### config.mk
export PLATFORM = sky130hd
export DESIGN_NAME = spam_arbiter
export DESIGN_NICKNAME = d
export VERILOG_FILES = /design/src/rtl/spam_arbiter.sv
export SDC_FILE = /design/constraint.sdc
export NUM_CORES = 1
export LEC_CHECK = 0
export ABC_AREA = 0
export CORE_ASPECT_RATIO = 1.75
export CORE_MARGIN = 2
export CORE_UTILIZATION = 43
export DETAILED_ROUTE_END_ITERATION = 8
export PLACE_DENSITY = 0.87
export SETUP_SLACK_MARGIN = 0.05
export SLEW_MARGIN = 0
export SYNTH_ARGS = -nofsm -noshare
export SYNTH_HDL_FRONTEND = slang
export SYNTH_SLANG_ARGS = --single-unit
export TNS_END_PERCENT = 100
### constraint.sdc
create_clock -name clk -period 2.6 [get_ports clk]
set_input_delay 0.26 -clock clk [delete_from_list [all_inputs] [get_ports clk]]
set_output_delay 0.26 -clock clk [all_outputs]
set_load 0.03 [all_outputs]
### src/rtl/spam_arbiter.sv
// Round-robin arbiter sharing one SPAM master port among N_REQ requesters.
// Optional watchdog on the WAIT state is enabled with `define SPAM_ARB_TIMEOUT_EN.
module spam_arbiter #(
    parameter int N_REQ   = 2,
    parameter int DID_W   = 4,
    parameter int ADDR_W  = 8,
    parameter int DATA_W  = 32,
    parameter int TIMEOUT = 255
) (
    input  logic                      clk,
    input  logic                      rst_b,
    input  logic [N_REQ-1:0]          req_valid,
    input  logic [N_REQ-1:0]          req_r_nw,
    input  logic [N_REQ*DID_W-1:0]    req_did,
    input  logic [N_REQ*ADDR_W-1:0]   req_addr,
    input  logic [N_REQ*DATA_W-1:0]   req_wdata,
    output logic [N_REQ-1:0]          req_done,
    output logic [DATA_W-1:0]         req_rdata,
    output logic                      req_err,
    output logic                      spamo_valid,
    output logic                      spamo_r_nw,
    output logic [DID_W-1:0]          spamo_did,
    output logic [ADDR_W-1:0]         spamo_addr,
    output logic [DATA_W-1:0]         spamo_data,
    input  logic                      spami_busy_b,
    input  logic [DATA_W-1:0]         spami_data,
    output logic                      arb_busy,
    output logic [1:0]                dbg_state
);

    // Handshake: a requester raises req_valid with a stable payload and holds it
    // until its one-cycle req_done pulse; the SPAM side gets a one-cycle
    // spamo_valid strobe and reports completion by raising spami_busy_b.

    localparam int IDX_W = (N_REQ > 1) ? $clog2(N_REQ) : 1;

    localparam logic [1:0] IDLE  = 2'd0;
    localparam logic [1:0] ISSUE = 2'd1;
    localparam logic [1:0] WAIT  = 2'd2;
    localparam logic [1:0] DONE  = 2'd3;

    logic [1:0]       state;
    logic [IDX_W-1:0] rr_ptr;
    logic [IDX_W-1:0] grant;
    logic [IDX_W-1:0] pick_idx;
    logic             any_req;
    logic             found;
    int               pick_sum;

    assign dbg_state = state;

    // First valid requester at or after rr_ptr, wrapping modulo N_REQ.
    always_comb begin
        any_req  = |req_valid;
        pick_idx = '0;
        found    = 1'b0;
        pick_sum = 0;
        for (int k = 0; k < N_REQ; k++) begin
            pick_sum = int'(rr_ptr) + k;
            if (pick_sum >= N_REQ) pick_sum = pick_sum - N_REQ;
            if (!found && req_valid[pick_sum]) begin
                found    = 1'b1;
                pick_idx = IDX_W'(pick_sum);
            end
        end
    end

`ifdef SPAM_ARB_TIMEOUT_EN
    logic [15:0] wait_cnt;
    logic        err_q;
    assign req_err = err_q;
`else
    assign req_err = 1'b0;
`endif

    always_ff @(posedge clk or negedge rst_b) begin
        if (!rst_b) begin
            state       <= IDLE;
            rr_ptr      <= '0;
            grant       <= '0;
            spamo_valid <= 1'b0;
            spamo_r_nw  <= 1'b0;
            spamo_did   <= '0;
            spamo_addr  <= '0;
            spamo_data  <= '0;
            req_done    <= '0;
            req_rdata   <= '0;
            arb_busy    <= 1'b0;
`ifdef SPAM_ARB_TIMEOUT_EN
            wait_cnt    <= '0;
            err_q       <= 1'b0;
`endif
        end else begin
            spamo_valid <= 1'b0;
            req_done    <= '0;
            case (state)
                IDLE: begin
                    if (any_req) begin
                        grant       <= pick_idx;
                        spamo_r_nw  <= req_r_nw[pick_idx];
                        spamo_did   <= req_did[pick_idx*DID_W +: DID_W];
                        spamo_addr  <= req_addr[pick_idx*ADDR_W +: ADDR_W];
                        spamo_data  <= req_wdata[pick_idx*DATA_W +: DATA_W];
                        spamo_valid <= 1'b1;
                        arb_busy    <= 1'b1;
                        state       <= ISSUE;
                    end
                end
                ISSUE: begin
`ifdef SPAM_ARB_TIMEOUT_EN
                    wait_cnt <= '0;
`endif
                    state <= WAIT;
                end
                WAIT: begin
                    if (spami_busy_b) begin
                        req_rdata <= spamo_r_nw ? spami_data : '0;
                        req_done  <= {{(N_REQ-1){1'b0}}, 1'b1} << grant;
`ifdef SPAM_ARB_TIMEOUT_EN
                        err_q     <= 1'b0;
`endif
                        state     <= DONE;
                    end
`ifdef SPAM_ARB_TIMEOUT_EN
                    // The WAIT cycle in which the count reaches TIMEOUT-1 is the last one.
                    else if (wait_cnt == 16'(TIMEOUT - 1)) begin
                        req_rdata <= '1;
                        req_done  <= {{(N_REQ-1){1'b0}}, 1'b1} << grant;
                        err_q     <= 1'b1;
                        state     <= DONE;
                    end else begin
                        wait_cnt <= wait_cnt + 16'd1;
                    end
`endif
                end
                DONE: begin
                    if (int'(grant) == N_REQ - 1) rr_ptr <= '0;
                    else                          rr_ptr <= grant + 1'b1;
                    arb_busy <= 1'b0;
                    state    <= IDLE;
                end
                default: state <= IDLE;
            endcase
        end
    end

endmodule

## Word-level counts from Yosys, hierarchy flattened

Index checks and enable logic that the tools add are counted.
Widths: inputs -> output; s select.

| storage, ports and cells | value |
|---|---|
| register bits | 85 |
| input port bits | 127 |
| output and inout bits | 84 |
| logic and storage cells | 62 |

| cells by class | value |
|---|---|
| add/subtract/negate cells | 4 |
| order comparisons | 5 |
| eq/ne operators | 5 |
| shifts and indexed selects | 4 |
| multiplexer cells | 24 |
| reduce and logical (&&, ||, !) cells | 9 |

Operator list:

| cell | count |
|---|---|
| $mux 32 | 3 |
| $lt 32x3->1 const B | 2 |
| $shiftx 64x7->32 | 1 |
| $shiftx 16x5->8 | 1 |
| $mux 1 | 15 |
| $mux 2 | 4 |
| $pmux 2 s4 | 1 |
| $reduce_and 2->1 | 4 |
| $shiftx 8x4->4 | 1 |
| $eq 2x2->1 const B | 2 |
| $ne 2x2->1 const B | 2 |
| $sub 1x2->3 const B | 1 |
| $sub 2x2->3 const B | 1 |
| $add 1x1->2 const B | 1 |
| $eq 2x1->1 const B | 1 |
| $ge 1x2->1 const B | 1 |
| $ge 2x2->1 const B | 1 |
| $logic_not 2->1 | 1 |
| $lt 1x2->1 const B | 1 |
| $pmux 1 s2 | 1 |
| $reduce_bool 2->1 | 1 |
| $reduce_or 2->1 | 1 |
| $shl 1x1->2 const A | 1 |
| $add 1x1->1 const B | 1 |
| 2 further kinds | 2 |

## Longest topological paths before layout

Gate-level depths: netlist of run 1.

| depth | value |
|---|---|
| word-level depth | 11 |
| mapped depth | 7 |
| gate-level depth less buffers | 5 |

## Worst setup path before layout of run 1

No wires, ideal clock.

| path | value |
|---|---|
| kind | reg-to-reg |
| start | register state[0], in the netlist dbg_state[0] |
| end | register state[1], in the netlist dbg_state[1] |
| arrival time | 1.521 ns |
| data required time | 2.472 ns |
| path slack | 0.952 ns |
| cell stages (with the launch flop) | 6 |
| path buffers | 0 |
| clock period less this slack | 1.648 ns |
| cell sequence | dfrtp_1 inv_1 ha_1 nor3b_2 a21oi_1 mux2_1 |

| on the way | value |
|---|---|
| cells in the longest elaborated chain, start to end | 3 |
| elaborated cells between the ends (all ways) | 8 |

RTL lines:

| element | line | source |
|---|---|---|
| start: declaration | 42 | `logic [1:0] state;` |
| start signal: assignment | 78 | `state <= IDLE;` |
| start signal: assignment | 106 | `state <= ISSUE;` |
| start signal: assignment | 113 | `state <= WAIT;` |
| $eq 2x2->1 / $logic_not 2->1 (equally long branches) | 96 | `case (state)` |
| $ne 2x2->1 (no source line) | n/a |  |
| $reduce_and 2->1 (no source line) | n/a |  |

Parallel ways exist; a longest one is shown, timed or not.
A chain may end at the register's enable or synchronous reset.

## Worst setup path in the final report of run 1

| path | value |
|---|---|
| start | register state[0], in the netlist dbg_state[0] |
| end | register req_rdata[26] |

| on the way | value |
|---|---|
| cells in the longest elaborated chain, start to end | 2 |

RTL lines:

| element | line | source |
|---|---|---|
| $eq 2x2->1 | 96 |  |
| $reduce_and 2->1 (no source line) | n/a |  |
| end signal: assignment | 117 | `req_rdata <= spamo_r_nw ? spami_data : '0;` |
| end: declaration | 18 | `output logic [DATA_W-1:0] req_rdata,` |

Every way passes these cells.

==> results_dict.tcl, run 1 <==
set metrics [dict create \
    syn_area_um2 3950 \
    die_area_um2 10000 \
    grt_pass1_vias 3956 \
    dp_cells 726 \
    max_cap_violations 0 \
    yosysTopAreaCell "dfrtp_1" \
    layout.nets 749 \
    die_height_um 131 \
    crit_fanout 37 \
    setup_viol 0 \
    vias 3893 \
    cts_resized 0 \
    clockBufferDepth 2 \
    ant_nets 0 \
    synthMuxAreaShare_pct 0.285 \
    worst_slew_pin_slew_ns 0.777 \
    drt_iter0_drc 279 \
    row_count 46 \
    fin_crit_ns 1.86 \
    layout_commonest_cell "clkdlybuf4s50_1" \
    clk_pin_slew_ns 0.06 \
    synthToLayoutAreaGrowth_pct 57.1 \
    yosys.area_share.simple_pct 17.4 \
    ys_types 24 \
    vdd_drop_max_uv 592 \
    path_buf_inv 2 \
    cts_made_buffers 9 \
    crit_family "buffers and inverters" \
    placement.io_buffers 209 \
    grt_max_degree 51 \
    core-area_um2 8980 \
    yosysSeqAreaShare_pct 53.8 \
    fin_cells 743 \
    root_buffer "clkbuf_16" \
    synth_area_leaders "dfrtp_1, o21ai_1, a31oi_1, nand2_1, nand3_1" \
    ys_seq_elements 85 \
    p_leak_nw 2.55 \
    cts_sinks 85 \
    slowest_stage "buf_4" \
    synth-xor-area-share_pct 0 \
    period_share_pct 71.5 \
    syn_area_per_cell_um2 9.23 \
    hold_viol 0 \
    maxSlewHeadroom_pct 48.1 \
    grt_overflow 0 \
    pwr_density_cell_nw_per_um2 1250 \
    hpwl_um 9240 \
    clock_skew_ns 0.00601 \
    crit_arrival_ns 2.10 \
    start_util_pct 44.0 \
    via_per_inst 5.24 \
    gp_congestion 0.862 \
    io_pins 211 \
    hp-class "input pin to flip-flop" \
    antenna_found_initial 1 \
    drtPass1Iterations 4 \
    die_w_um 76.5 \
    rsz0062_at_grt "no" \
    synth_compound_area_share_pct 17.9 \
    hold_slack_ns 0.258 \
    netlist_instances 428 \
    wl_um 12400 \
    critPathKind "flip-flop to flip-flop" \
    worst_ep_required_time_ns 2.84 \
    crit_path_start_kind "flip-flop" \
    synthAdderAreaFrac_pct 1.27 \
    slew_viol_final 0 \
    drive_gt1_share_pct 4.98 \
    cp_cell_sequence "inv_1 -> ha_1 -> nand2_2 -> buf_4 -> nand2_1 -> o21ai_1" \
    synthesis.nets 559 \
    routedWlPerCell_um 16.7 \
    grt_pass1_wl_um 19600 \
    synth_top_area_share_pct 53.8 \
    clock_latency_ns 0.33 \
    drc_errors 0 \
    cts_tree "yes" \
    h-tree-depth 3 \
    fmax_mhz 538 \
    crit_path_end_kind "flip-flop" \
    mostFrequentLayoutCells "clkdlybuf4s50_1, dfrtp_1, o21ai_1" \
    max_stage_delay_ns 0.41 \
    setup_tns_ns 0 \
    status "finished, final reports clean" \
    synth_top_family_by_area "compound AO/OA/AOI/OAI gates" \
    ys_warn_count 0 \
    cts_setup_buffers 0 \
    track_usage_pct 24.6 \
]
final cells by class:
type	count	area, µm²
fill	696	2770
timing repair buffer	220	2180
sequential	85	2130
multi-input combinational	296	1470
clock buffer	11	233
tap	120	150
clock inverter	4	26.3
inverter	6	22.5
antenna	1	2.50
registers in the layout (all words and copies together), names as in the netlist:
name,count
spamo_addr,8
dbg_state,2
spamo_r_nw,1
spamo_did,4
spamo_data,32
rr_ptr,1
grant,1
spamo_valid,1
arb_busy,1
req_done,2
req_rdata,32
cell usage after synthesis:
cell type  count
buf_4         12
clkbuf_1       5
nor3b_2        1
o32a_1         1
buf_6          6
nand2b_1       1
inv_1          5
a31oi_1       45
nand2_1       65
ha_1           4
o21a_2         1
nor2b_4        1
o22a_1         1
nor2_1        48
o21ai_1       73
buf_12         5
nand3_1       46
conb_1         1
mux2_1         1
buf_2         13
a21oi_1        2
o21ai_0        5
inv_2          1
dfrtp_1       85
layer usage:
metal  part of all wire, %  global-route usage (%)  vias up  wire (µm)
met2                    55                    45.1      165       6820
met5                     0                       0        -          0
met4                   3.3                    10.3        0        409
met1                    36                    27.4     1845       4520
li1                      -                       -     1854          -
met3                   5.3                    5.84       29        657
power breakdown:
part	internal, mW	leakage [nW]	total, mW	switching (mW)
Clock	0.640	0.125	1.13	0.487
Combinational	1.74	1.41	4.29	2.55
Sequential	1.97	1.02	2.33	0.354
worst reg2reg max path, stage by stage, from the launching register on:
cell and delay [ns]:
dfrtp_1 0.40, inv_1 0.10, ha_1 0.24, nand2_2 0.40
buf_4 0.42, nand2_1 0.12, o21ai_1 0.11
cells by family after synthesis:
| logic type | Yosys count |
|---|---|
| AO/OA/AOI/OAI | 128 |
| AND/OR/NAND/NOR | 162 |
| multiplexers | 1 |
| other | 1 |
| adder cells (fa/ha/maj) | 4 |
| flip-flops | 85 |
| buffers and inverters | 47 |
final timing paths:
| kind | end | depth (start not counted) | slack [ns] | from |
|---|---|---|---|---|
| worst max-delay path | req_rdata[26]$_DFFE_PN0P_ | 6 | 0.74 | dbg_state[0]$_DFFE_PN0P_ |
| worst min-delay path | grant$_DFFE_PN0P_ | 3 | 0.26 | req_valid[1] |
| worst max register to register | req_rdata[26]$_DFFE_PN0P_ | 6 | 0.74 | dbg_state[0]$_DFFE_PN0P_ |
| worst min register to register | req_rdata[3]$_DFFE_PN0P_ | 2 | 0.49 | req_rdata[3]$_DFFE_PN0P_ |
| max in group asynchronous | spamo_data[31]$_DFFE_PN0P_ | 3 | 1.43 | rst_b |
| min in group asynchronous | req_rdata[10]$_DFFE_PN0P_ | 2 | 0.46 | rst_b |
timing repair:
action                     4_1_cts  5_1_grt
setup endpoints to repair        0        0
hold endpoints to repair        39        0
hold buffers                     1        0
stage by stage:
stage / util, % / area, µm² / total power, mW / setup slack [ns]
floorplan: - / 3950 / 4.92 / 0.952
global placement: 66.1 / 5940 / 6.49 / 0.837
detailed placement: 66.1 / 5940 / 6.64 / 0.745
CTS: 69.1 / 6210 / 7.79 / 0.731
global route: 69.2 / 6210 / 8.15 / 0.527
finish: 69.2 / 6210 / 7.74 / 0.741
(Power assumes the default switching activity.)
==> run 2: changes to the inputs <==
--- a/config.mk
+++ b/config.mk
@@ -8,9 +8,9 @@
 export ABC_AREA = 0
 export CORE_ASPECT_RATIO = 1.75
 export CORE_MARGIN = 2
-export CORE_UTILIZATION = 43
+export CORE_UTILIZATION = 36
 export DETAILED_ROUTE_END_ITERATION = 8
-export PLACE_DENSITY = 0.87
+export PLACE_DENSITY = 0.78
 export SETUP_SLACK_MARGIN = 0.05
 export SLEW_MARGIN = 0
 export SYNTH_ARGS = -nofsm -noshare
==> constraint.sdc (replaced) <==
create_clock -name clk -period 1.7 [get_ports clk]
set_input_delay 0.17 -clock clk [delete_from_list [all_inputs] [get_ports clk]]
set_output_delay 0.17 -clock clk [all_outputs]
set_load 0.03 [all_outputs]
==> run 2 against run 1 <==
  * Die area rose by 19%
  * Register-to-register slack worse by 0.60 ns
  * First-iteration DRC count down 46%
  * Design area rose by 3.8%
  * Clock skew about the same
  * Global-route usage down 5.5 points
==> results_dict.tcl, run 2 (same netlist as run 1, synthesis figures left out) <==
set metrics [dict create \
    status "finished, final reports clean" \
    setup_viol 0 \
    grt_max_degree 67 \
    start_util_pct 36.9 \
    layout_commonest_cell "clkdlybuf4s50_1" \
    startpoint "dbg_state[0]$_DFFE_PN0P_" \
    gp_congestion 0.845 \
    cts_sinks 85 \
    hp-start "req_valid[1]" \
    hold_viol 0 \
    fillers 942 \
    max_cap_violations 0 \
    reg.largest.list "req_rdata: 32 flops, spamo_data: 32 flops, spamo_addr: 8 flops" \
    placement.io_buffers 209 \
    p_leak_nw 2.67 \
    cts_made_buffers 9 \
    routedWlPerCell_um 15.7 \
    slew_viol_final 0 \
    use_met1_pct 20.9 \
    met2_usage_pct 34.8 \
    crit_arrival_ns 1.76 \
    r2r-start "dbg_state[0]$_DFFE_PN0P_" \
    clock_latency_ns 0.33 \
    fin_crit_ns 1.56 \
    die_area_um2 11900 \
    pwr_density_cell_nw_per_um2 1930 \
    ant_nets 0 \
    die_w_um 83.2 \
    layout.nets 753 \
    track_usage_pct 19.1 \
    clk_pin_slew_ns 0.06 \
    wl_um 11900 \
    met3_usage_pct 3.99 \
    drt_iter0_drc 150 \
    critPathKind "flip-flop to flip-flop" \
    vias 3838 \
    drtPass1Iterations 5 \
    die_height_um 143 \
    rsz0062_at_grt "no" \
    fmax_mhz 641 \
    crit_fanout 4 \
    root_buffer "clkbuf_16" \
    via_per_inst 5.06 \
    crit_path_end_kind "flip-flop" \
    maxSlewHeadroom_pct 63.2 \
    antenna_found_initial 1 \
    crit_path_start_kind "flip-flop" \
    clockBufferDepth 2 \
    row_count 50 \
    io_pins 211 \
    grt_pass1_vias 3656 \
    core-area_um2 10700 \
    total_power_mw 12.5 \
    synthToLayoutAreaGrowth_pct 63.1 \
    grt_overflow 0 \
    grt_pass1_wl_um 18000 \
    hpwl_um 8920 \
    h-tree-depth 3 \
    worst_ep_required_time_ns 1.90 \
    period_share_pct 91.8 \
    gr-max-usage-layer "met2" \
    vdd_drop_max_uv 949 \
    clock_skew_ns 0.00615 \
    drc_errors 0 \
    drive_gt1_share_pct 6.22 \
    hp-class "input pin to flip-flop" \
    cts_tree "yes" \
    worst_slew_pin_slew_ns 0.552 \
    setup_tns_ns 0 \
    mostFrequentLayoutCells "clkdlybuf4s50_1, dfrtp_1, o21ai_1" \
]
## run 2: changes by cell type in the layout (fill, tap and decap cells not counted), moves of 2 or more
| cell | change |
|---|---|
| bufinv_16 | +3 |
| buf_12 | +7 |
| clkdlybuf4s50_1 | -3 |
| buf_4 | -3 |
| dlymetal6s2s_1 | +2 |
## run 2: where the power goes
part,switching [mW],internal [mW],leakage [nW]
clock network,0.727,1.47,0.167
registers,0.602,3.02,1.01
logic,3.84,2.81,1.49
## run 2: critical path, cell delays in order (launching register included)
cell and delay [ns]:
dfrtp_1 0.41, inv_1 0.13, ha_1 0.22, nor3b_2 0.29
a21oi_2 0.07, mux2_1 0.31
## run 2: path summary, 6_finish.rpt
kind                            cells after the start                   endpoint  slack, ns
worst max-delay path                                5   dbg_state[1]$_DFFE_PN0P_       0.14
worst min-delay path                                3          grant$_DFFE_PN0P_       0.17
worst max register to register                      5   dbg_state[1]$_DFFE_PN0P_       0.14
worst min register to register                      1      req_done[0]$_DFF_PN0_       0.48
max in group asynchronous                           3  spamo_data[9]$_DFFE_PN0P_       0.72
min in group asynchronous                           2   req_rdata[6]$_DFFE_PN0P_       0.37
## run 2: routing by layer
layer  part of all wire (%)  vias up
met1                     38     1778
met3                    5.3       31
li1                       -     1867
met4                    3.4        0
met2                     54      162
met5                      0        -
## run 2: what timing repair did
action                                  4_1_cts  5_1_grt
hold buffers                                  1        0
buffers inserted                              0        0
gates resized for setup                       0        4
hold endpoints to repair                     40        0
endpoints found under the setup margin        0       11
## run 2: layout make-up
type / count / area [µm²] / share of cell area, %
Clock buffer: 12 / 246 / 3.82
Multi-Input combinational cell: 296 / 1470 / 22.8
Sequential cell: 85 / 2130 / 33.0
Inverter: 6 / 22.5 / 0.349
Antenna cell: 1 / 2.50 / 0.0388
Clock inverter: 4 / 95.1 / 1.47
Timing Repair Buffer: 224 / 2320 / 36.0
Tap cell: 130 / 163 / 2.52
## run 2: through the flow
step | hold WS, ns | utilization [%] | area [µm²] | worst slack, ns | cells
2_1_floorplan | -0.126 | - | 3950 | 0.0517 | 428
3_3_place_gp | 0.187 | 56.6 | 6060 | 0.225 | 739
3_5_place_dp | 0.197 | 56.6 | 6060 | 0.132 | 739
4_1_cts | 0.163 | 59.9 | 6410 | 0.0513 | 756
5_1_grt | 0.202 | 60.3 | 6450 | 0.0468 | 758
6_report | 0.173 | 60.3 | 6450 | 0.140 | 758
==> patch: new RTL, flow settings as in run 1 <==
Build with the macro `SPAM_ARB_TIMEOUT_EN` defined.
--- a/src/rtl/spam_arbiter.sv
+++ b/src/rtl/spam_arbiter.sv
@@ -1,5 +1,7 @@
 // Round-robin arbiter sharing one SPAM master port among N_REQ requesters.
 // Optional watchdog on the WAIT state is enabled with `define SPAM_ARB_TIMEOUT_EN.
+`define SPAM_ARB_TIMEOUT_EN
+
 module spam_arbiter #(
     parameter int N_REQ   = 2,
     parameter int DID_W   = 4,
Formal check against the unedited RTL: no difference found for any inputs over 4 cycles, from zero or initial values and one cycle with rst_b low; that may be too few to reach the edited logic, so the function may still have changed.
==> patch against run 1 <==
Cell area is 19% higher. Largest power group unchanged. Highest routed layer unchanged. Area after synthesis is 24% higher. Sequential cell count is 17 higher. Global-route usage is 2.3 points lower. Largest cell class is now flip-flops and latches. Non-clock buffer count stayed put. Critical path type unchanged. Worst setup slack worse by 310 ps. Total power is 11% higher. Wire length is 8.8% higher.
==> patch: results (changes against run 1) <==
stage,metric,value,unit,change
run_status,status,"finished, final reports clean",,
finish,inverters_excl_clock,10,,+4
global_routing,antenna_found_initial,0,,-1
synth,synth_cell_types,48,,+100%
synth,synthXorXnorAreaFrac,0.001790,,+0.001790
synth,synth_compound_area_frac,0.1363,,-0.04317
worst_hold_path,min_from,spamo_addr[4],,
placement,dp_cells,799,,+10%
setup_path,r2r_cells,5,,-1
timing,fin_worst_skew,9.869,ps,+3.861 ps
global_routing,grt_max_degree,57,,+12%
setup_path,path_max_fanout,35,,-5.4%
global_routing,grt_usage,0.2231,,-0.02288
route,vias_per_cell,5.396,,+3.0%
global_routing,grt_pass1_wl,22070,um,+13%
placement,gp_congestion,0.8600,,-0.23%
synth,synthesis.nets,617,,+10%
placement,dpl_cell_area,7104,um^2,+20%
finish,buffer_area_frac,0.2970,,-0.05440
worst_hold_path,hold_path.class,flip-flop to flip-flop,,
worst_hold_path,hold_end,spamo_addr[4],,
setup_path,r2r_slack,430,ps,-310 ps
placement,preCtsSetupSlack,496.5,ps,-248.7 ps
synth,synth_commonest_cells,"dfrtp_1, nand2_1, mux2i_1",,
finish,layout-drive-gt1-share,0.04971,,-0.0001316
finish,final_nets,813,,+8.5%
global_routing,first_global_vias,4704,,+19%
[patch: cell count changes after synthesis, sizes merged, moves of 5 or more]
cell,run 1,this run
buf,36,10
nand4,0,5
nand2,65,88
dfrtp,85,102
o21ai,78,49
a31oi,45,1
o21a,1,34
nor2,48,5
clkbuf,5,25
nor4,0,6
mux2i,0,51
[patch: cell families after synthesis]
family	Yosys count
and+or+nand+nor	171
adders and majority gates	7
DFF	102
xor gates and xnor gates	1
muxes	53
AOI/OAI and AO/OA	104
buffers and inverters	45
[patch: how the worst max path moves through the flow]
stage,endpoint,slack (ps),startpoint
floorplan,wait_cnt[2],620,dbg_state[0]
global placement,req_err,550,wait_cnt[11]
detailed placement,req_err,500,wait_cnt[11]
CTS,req_err,460,wait_cnt[11]
global route,req_err,290,wait_cnt[11]
finish,req_err,430,wait_cnt[11]
[patch: worst max-delay path, cell delays in order (launching register included)]
cell	delay [ps]
dfrtp_1	420
nor4_1	420
and4_1	520
o21a_1	170
buf_4	330
mux2i_1	220
[patch: report_power, final]
group / switching (mW) / internal [mW] / total [mW] / leakage, nW
clock: 0.560 / 0.777 / 1.34 / 0.139
combinational: 2.64 / 1.92 / 4.56 / 1.81
sequential: 0.434 / 2.27 / 2.71 / 1.26
total: 3.64 / 4.96 / 8.60 / 3.22
[patch: timing repair]
item | in CTS | in global routing
endpoints found under the hold margin | 20 | 0
buffers inserted | 0 | 0
hold buffers | 1 | 0
gates resized for setup | 0 | 0
[patch: per-layer routing]
metal	vias up	wire length, um	track usage
li1	2085	-	-
met1	2088	4717	0.2345
met2	196	7388	0.4094
met3	34	915	0.05347
met4	0	482	0.1008
met5	-	0	0
